===== src/rtl/gfx_pkg.sv =====
// Shared graphics definitions: default framebuffer geometry, colour conversion
// and the write-back FSM state encoding.
package gfx_pkg;

    localparam int FB_W_DEFAULT = 160;
    localparam int FB_H_DEFAULT = 120;

    typedef enum logic [1:0] {
        ST_IDLE   = 2'd0,
        ST_WRITE  = 2'd1,
        ST_FINISH = 2'd2
    } fb_state_t;

    function automatic logic [15:0] rgb888_to_565(input logic [23:0] c);
        return {c[23:19], c[15:10], c[7:3]};
    endfunction

endpackage


===== src/rtl/pixel_fifo.sv =====
// Synchronous show-ahead FIFO; a push while full is accepted only if a pop
// happens in the same cycle.
module pixel_fifo #(
    parameter int WIDTH = 31,
    parameter int DEPTH = 16
) (
    input  logic             clk,
    input  logic             rst,
    input  logic             push,
    input  logic [WIDTH-1:0] wdata,
    input  logic             pop,
    output logic [WIDTH-1:0] rdata,
    output logic             full,
    output logic             empty
);

    localparam int AW = $clog2(DEPTH);

    logic [WIDTH-1:0] mem [DEPTH];
    logic [AW:0]      wr_ptr;
    logic [AW:0]      rd_ptr;
    logic             do_push;
    logic             do_pop;

    assign empty   = (wr_ptr == rd_ptr);
    assign full    = (wr_ptr[AW] != rd_ptr[AW]) && (wr_ptr[AW-1:0] == rd_ptr[AW-1:0]);
    assign do_pop  = pop && !empty;
    assign do_push = push && (!full || do_pop);
    assign rdata   = mem[rd_ptr[AW-1:0]];

    always_ff @(posedge clk) begin
        if (do_push) begin
            mem[wr_ptr[AW-1:0]] <= wdata;
        end
    end

    always_ff @(posedge clk or posedge rst) begin
        if (rst) begin
            wr_ptr <= '0;
            rd_ptr <= '0;
        end else begin
            if (do_push) wr_ptr <= wr_ptr + 1'b1;
            if (do_pop)  rd_ptr <= rd_ptr + 1'b1;
        end
    end

endmodule


===== src/rtl/pixel_fb_writer.sv =====
// Framebuffer write-back: clips, converts RGB888->RGB565, buffers pixels and
// writes them to memory over a req/ack handshake, then signals frame completion.
module pixel_fb_writer
    import gfx_pkg::*;
#(
    parameter int FB_W       = FB_W_DEFAULT,
    parameter int FB_H       = FB_H_DEFAULT,
    parameter int ADDR_W     = 15,
    parameter int FIFO_DEPTH = 16
) (
    input  logic              clk,
    input  logic              rst,
    input  logic [7:0]        px,
    input  logic [7:0]        py,
    input  logic [23:0]       pixel_color,
    input  logic              pixel_valid,
    input  logic              draw_done,
    input  logic              clear,
    output logic              mem_req,
    output logic [ADDR_W-1:0] mem_addr,
    output logic [15:0]       mem_wdata,
    input  logic              mem_ack,
    output logic              busy,
    output logic              frame_done,
    output logic              overflow,
    output logic [15:0]       clip_count
);

    localparam int ENTRY_W = ADDR_W + 16;

    fb_state_t          state;
    fb_state_t          state_next;
    logic               in_range;
    logic [ADDR_W-1:0]  lin_addr;
    logic [ENTRY_W-1:0] push_entry;
    logic [ENTRY_W-1:0] head;
    logic               fifo_full;
    logic               fifo_empty;
    logic               push_req;
    logic               pop;
    logic               load;
    logic               drop;
    logic               clip_hit;
    logic               done_pending;

    assign in_range   = ({24'd0, px} < FB_W) && ({24'd0, py} < FB_H);
    assign lin_addr   = ADDR_W'(16'(py) * 16'(FB_W) + 16'(px));
    assign push_entry = {lin_addr, rgb888_to_565(pixel_color)};
    assign push_req   = pixel_valid && in_range;
    assign clip_hit   = pixel_valid && !in_range;
    // A full FIFO still takes the pixel when the FSM pops in the same cycle.
    assign drop       = push_req && fifo_full && !pop;

    pixel_fifo #(
        .WIDTH (ENTRY_W),
        .DEPTH (FIFO_DEPTH)
    ) u_fifo (
        .clk   (clk),
        .rst   (rst),
        .push  (push_req),
        .wdata (push_entry),
        .pop   (pop),
        .rdata (head),
        .full  (fifo_full),
        .empty (fifo_empty)
    );

    always_ff @(posedge clk or posedge rst) begin
        if (rst) begin
            state <= ST_IDLE;
        end else begin
            state <= state_next;
        end
    end

    always_comb begin
        state_next = state;
        pop        = 1'b0;
        load       = 1'b0;
        case (state)
            ST_IDLE: begin
                if (!fifo_empty) begin
                    pop        = 1'b1;
                    load       = 1'b1;
                    state_next = ST_WRITE;
                end else if (done_pending) begin
                    state_next = ST_FINISH;
                end
            end
            ST_WRITE: begin
                if (mem_ack) begin
                    if (!fifo_empty) begin
                        pop  = 1'b1;
                        load = 1'b1;
                    end else begin
                        state_next = ST_IDLE;
                    end
                end
            end
            ST_FINISH: state_next = ST_IDLE;
            default:   state_next = ST_IDLE;
        endcase
    end

    always_ff @(posedge clk or posedge rst) begin
        if (rst) begin
            mem_addr  <= '0;
            mem_wdata <= '0;
        end else if (load) begin
            {mem_addr, mem_wdata} <= head;
        end
    end

    always_ff @(posedge clk or posedge rst) begin
        if (rst) begin
            overflow     <= 1'b0;
            clip_count   <= '0;
            done_pending <= 1'b0;
        end else begin
            if (clear) begin
                overflow   <= 1'b0;
                clip_count <= '0;
            end else begin
                if (drop) overflow <= 1'b1;
                if (clip_hit && (clip_count != '1)) clip_count <= clip_count + 1'b1;
            end
            if (state == ST_FINISH) begin
                done_pending <= 1'b0;
            end else if (draw_done) begin
                done_pending <= 1'b1;
            end
        end
    end

    // mem_req decodes straight from the state flop so reset drops it at once.
    assign mem_req    = (state == ST_WRITE);
    assign frame_done = (state == ST_FINISH);
    assign busy       = (state != ST_IDLE) || !fifo_empty || done_pending;

endmodule

===== config.mk =====
export PLATFORM = sky130hd
export DESIGN_NAME = pixel_fb_writer
export DESIGN_NICKNAME = d
export VERILOG_FILES = /design/src/rtl/gfx_pkg.sv /design/src/rtl/pixel_fifo.sv /design/src/rtl/pixel_fb_writer.sv
export SDC_FILE = /design/constraint.sdc
export NUM_CORES = 1
export LEC_CHECK = 0
export BUFFER_PORTS_ARGS = -buffer_cell sky130_fd_sc_hd__buf_2
export CORE_ASPECT_RATIO = 0.6
export CORE_MARGIN = 3
export CORE_UTILIZATION = 34
export DETAILED_ROUTE_END_ITERATION = 6
export GPL_TIMING_DRIVEN = 0
export PLACE_DENSITY_LB_ADDON = 0.1
export SLEW_MARGIN = 20
export SYNTH_ARGS = -nofsm -noshare
export SYNTH_HDL_FRONTEND = slang
export SYNTH_SLANG_ARGS = --single-unit
export TNS_END_PERCENT = 30

===== constraint.sdc =====
create_clock -name clk -period 4.11 [get_ports clk]
set_clock_uncertainty 0.05 [all_clocks]
set_input_delay 0.822 -clock clk [delete_from_list [all_inputs] [get_ports clk]]
set_output_delay 0.822 -clock clk [all_outputs]
set_load 0.005 [all_outputs]

* Word-level counts from Yosys, hierarchy flattened
Memories as Yosys holds them, arrays and structs flattened. A register that Yosys moved wholly into a read port is not among the register bits.
Index checks and enable logic that the tools add are counted.
** Operators by class
- $add $sub $neg :: 4
- Multiply operators :: 1
- Order comparisons :: 2
- Eq/ne operators :: 9
- Mux-type cells :: 16
- Reduce and logical (&&, ||, !) cells :: 22
** Operators with widths (count)
- 16-bit 2-to-1 mux :: 2
- 16-bit by 1-bit adder with 16-bit output, second input constant :: 1
- 16-bit inequality test, second input constant :: 1
- 15-bit by 8-bit adder with 15-bit output :: 1
- 5-bit by 1-bit adder with 5-bit output, second input constant :: 2
- 8-bit by 3-bit multiplier with 10-bit output, second input constant :: 1
- 1-bit logical AND :: 9
- 8-bit by 7-bit < comparator with 1-bit output, second input constant :: 1
- 8-bit < comparator, second input constant :: 1
- 1-bit 2-to-1 mux :: 8
- 2-bit 2-to-1 mux :: 4
- 2-bit nonzero test :: 4
- 5-bit equality test :: 1
- 4-bit equality test :: 1
- 1-bit zero test :: 4
- 2-bit by 1-bit inequality test with 1-bit output, second input constant :: 2
- 2-bit case mux with 2 select lines :: 1
- 1-bit logical OR :: 3
- 3-bit inequality test, second input constant :: 1
- 3-bit AND reduction :: 1
- 2-bit by 1-bit equality test with 1-bit output, second input constant :: 1
- 2-bit equality test, second input constant :: 1
- 2-bit zero test :: 1
- 1-bit case mux with 2 select lines :: 1
- 1-bit inequality test :: 1
** Storage, ports and cells
- Register bits after elaboration :: 30
- Memory bits (writable) :: 496
- Output and inout bits :: 51
- Memories kept :: 1
** Memories
- u_fifo.mem :: words 16, bits a word 31, read ports 1, clocked after Yosys merged registers in 1, wr ports 1, line pixel_fifo.sv:19 : logic [WIDTH-1:0] mem [DEPTH];

* Logic depth before layout (Yosys ltp)
- Depth in word-level cells :: 9
- Mapped depth :: 8
- Mapped depth without buffers :: 8

* Hierarchy
From an unflattened synthesis, not the netlist that was laid out.
** Second synthesis, totals
- Cell total of the unflattened synthesis :: 1142
- Area total of the unflattened synthesis :: 22066.2 um^2
** Modules (own cells, without submodules)
- pixel_fifo :: instances 1, cells each 828, area each 19261.0 um^2, sequential area each 15144.5 um^2
- pixel_fb_writer :: instances 1, cells each 314, area each 2805.2 um^2, sequential area each 1276.2 um^2

* Worst setup path after synthesis
Ideal clock, no wire load.
- Path type :: input -> register
- Start point :: input py[3]
- End point :: memory u_fifo.mem[0][0] (enable)
- Library setup time :: 0.458 ns
- Data arrival time :: 3.866 ns
- Data required time :: 3.602 ns
- Setup slack :: -0.264 ns
- Stages on the path :: 7
- Buffers on the path :: 2
- Cell sequence :: a41oi_1 nand3_1 a31oi_1 buf_2 buf_2 nand2_1 nor3_1
** On the way
- Longest elaborated chain between the ends :: 6
** Ends and longest elaborated chain
- start: declaration :: line pixel_fb_writer.sv:14 : input logic [7:0] py,
- 8-bit by 7-bit < comparator with 1-bit output :: line pixel_fb_writer.sv:46 : assign in_range = ({24'd0, px} < FB_W) && ({24'd0, py} < FB_H);
- 1-bit logical AND :: line pixel_fb_writer.sv:46
- 1-bit logical AND :: line pixel_fb_writer.sv:49 : assign push_req = pixel_valid && in_range;
- 1-bit logical AND :: line pixel_fifo.sv:28 : assign do_push = push && (!full || do_pop);
- 1-bit 2-to-1 mux :: line pixel_fifo.sv:32 : if (do_push) begin
- 1-bit 2-to-1 mux (not written as such) :: line pixel_fifo.sv:33 : mem[wr_ptr[AW-1:0]] <= wdata;
- end: declaration :: line pixel_fifo.sv:19
Every way passes these cells.

* Worst setup path after layout
- Start point :: input py[4]
- End point :: memory u_fifo.mem[2][14] (enable)
Same word-level chain as after synthesis.

==> out/results.ini <==
[finish]
synthToLayoutAreaGrowth_pct = 16.8
finalNonFillerCells = 2120
n_antenna_cell = 0
drive_gt1_share_pct = 28.4
finish.net_count = 1305

[placement]
portBuffers = 87
gp_congestion = 0.714
dp.cells = 2020
hpwl_mm = 34.5
place_ws_ns = -0.0852

[synthesis]
synth.distinct_cells = 50
synth_warnings = 0
syn-num-nets = 1141
synth_flop_cell = edfxtp_1
netlist_instances = 1072
postSynthAreaPerCell_um2 = 20.3
ys_ff_latch = 557
synthesis.area_mm2 = 0.0218
synth-edff-count = 496
seq_area_frac_synth_pct = 75.4
synthArstFlopShare_pct = 11.0

[floorplan]
start_util_pct = 34.6
die-area_mm2 = 0.0672
die_h_um = 202
placementRows = 71
coreArea_mm2 = 0.0630
die-width_um = 333
io_pins = 97

[sta]
fin_crit_ns = 3.44
tightest_slew_ns = 1.07
rsz0062_at_grt = false
worst_slack_ns = 0.673
finalHoldViolCount = 0
fmax_mhz = 291
period_share_pct = 83.6
slew_headroom_pct = 29.0
setup_viol = 0
drv_slew = 0

[clocking]
cts_root_buf = clkbuf_16
cts_setup_buffers = 0
clock_sinks = 557
cts_resized = 0
clk_latency_ns = 0.59
ctsLongestPathBuffers = 3
numCtsBuffers = 53
cts_tree = built
cts_htree_levels = 2
ctsHoldBuffers = 0
clk_pin_slew_ns = 0.06

[power]
pwr_density_cell_mw_per_mm2 = 638
ir_drop_mv = 0.261
p_leak_nw = 8.46

[route]
vias = 10900
firstDrtPassIters = 5
drc = 0
antenna_left = 0
drt_iter0_markers = 969
routed_wire_length_per_instance_um = 26.0
drt_wl_total_mm = 55.0
via_per_inst = 5.14

[setup_path]
critical_path.max_fanout = 10
r2r_slack_ns = 0.82
required_ns = 4.35
startpoint = py[4]
reg2regPathDepth = 10
cp.arrival_ns = 3.68
r2r_start = u_fifo.wr_ptr[3]
rr_endpoint = u_fifo.mem[2][14]
startpoint_type = input pin
criticalPathCategory = in2reg
end_kind = register

[grt]
grt_first_pass_wirelength_mm = 80.8
grt_pass1_vias = 11300
grt_overflow = 0
track_usage_pct = 16.5
antenna_found_initial = 0
grt_max_degree = 45

[run_status]
status = completed

[hold_path]
min-delay-path-class = in2async

[run]
cap_viol_max_count = 0

[synth_stat cells (all sizes together), types with 7 or more instances]
master,instances,area [µm²]
and3,17,106
inv,11,41.3
nand2,46,173
clkbuf,26,97.6
ha,21,263
edfxtp,496,14900
mux4,124,2790
nor2b,9,56.3
a22o,31,272
a21oi,13,65.1
xor2,9,78.8
xnor2,19,166
o21ai,45,225
nor2,17,63.8
nand3,9,50.1
dfrtp,61,1530
a221oi,32,280
or3,7,43.8
buf,32,204
[worst max path at each step]
stage	slack (ns)	to
3_3_place_gp	-4.21	u_fifo.mem[2][18]
3_5_place_dp	-0.09	u_fifo.mem[2][16]
6_report	0.67	u_fifo.mem[2][14]
5_1_grt	0.44	u_fifo.mem[2][14]
4_1_cts	0.54	u_fifo.mem[2][13]
2_1_floorplan	-0.26	u_fifo.mem[2][0]
[layout make-up]
type / count / area [µm²]
fill: 5640 / 37500
clock inverter: 37 / 304
timing repair buffer: 109 / 756
inverter: 11 / 43.8
tap: 839 / 1050
clock buffer: 63 / 1410
sequential: 557 / 16400
buffer: 58 / 302
multi-input combinational: 446 / 5150
[sequential cells by signal, summed over array words and instances, names as in the netlist]
signal / count
overflow: 1
done_pending: 1
mem_addr: 15
clip_count: 16
u_fifo.rd_ptr: 5
u_fifo.wr_ptr: 5
mem_wdata: 16
u_fifo.mem: 496
state: 2
[metrics by stage]
stage	util [%]	hold WS, ns	total power [mW]	area (µm²)	setup TNS (ns)
floorplan	-	0.405	9.86	21800	-11.66
global placement	36.9	0.420	11.5	23300	-742.91
detailed placement	37.6	0.424	11.6	23700	-0.759
CTS	40.4	0.132	16.5	25400	0
global route	40.4	0.153	17.0	25400	0
finish	40.4	0.154	16.2	25400	0
[cells by family after synthesis]
family	synth area share (%)
xor+xnor	1.13
flops	75.4
compound gates	4.53
mux	12.9
simple gates	3.04
buf+inv	1.57
fa+ha+maj	1.39
[worst max-delay path: stages]
cell	delay (ns)
buf_2	0.12
a41oi_1	0.55
nand3_1	0.18
a31oi_1	0.25
buf_2	0.26
buf_2	0.25
nand2_1	0.10
nor3_2	0.57
buf_4	0.34
buf_6	0.20
[cells in the final DEF (no fill, tap or decap), drive strengths merged, types with 19 or more instances in the layout]
cell type  count
a221oi        32
edfxtp       496
clkinv        28
a22o          31
ha            21
buf          141
o21ai         45
xnor2         19
nand2         46
dfrtp         61
clkbuf        89
mux4         124
[report_power, final]
part	total (mW)	switching (mW)	leakage (nW)	internal (mW)
registers	6.79	0.159	5.24	6.63
clock network	4.88	2.12	0.842	2.75
logic	4.56	2.60	2.39	1.96
total	16.2	4.88	8.46	11.3
[metal layers]
layer	up-vias	GRT usage [%]	routed length, µm
met4	0	2.91	767
li1	4782	-	-
met1	5833	27.2	29200
met2	209	23.1	23000
met3	63	2.48	2120
met5	-	0	0
(Power assumes the default switching activity.)
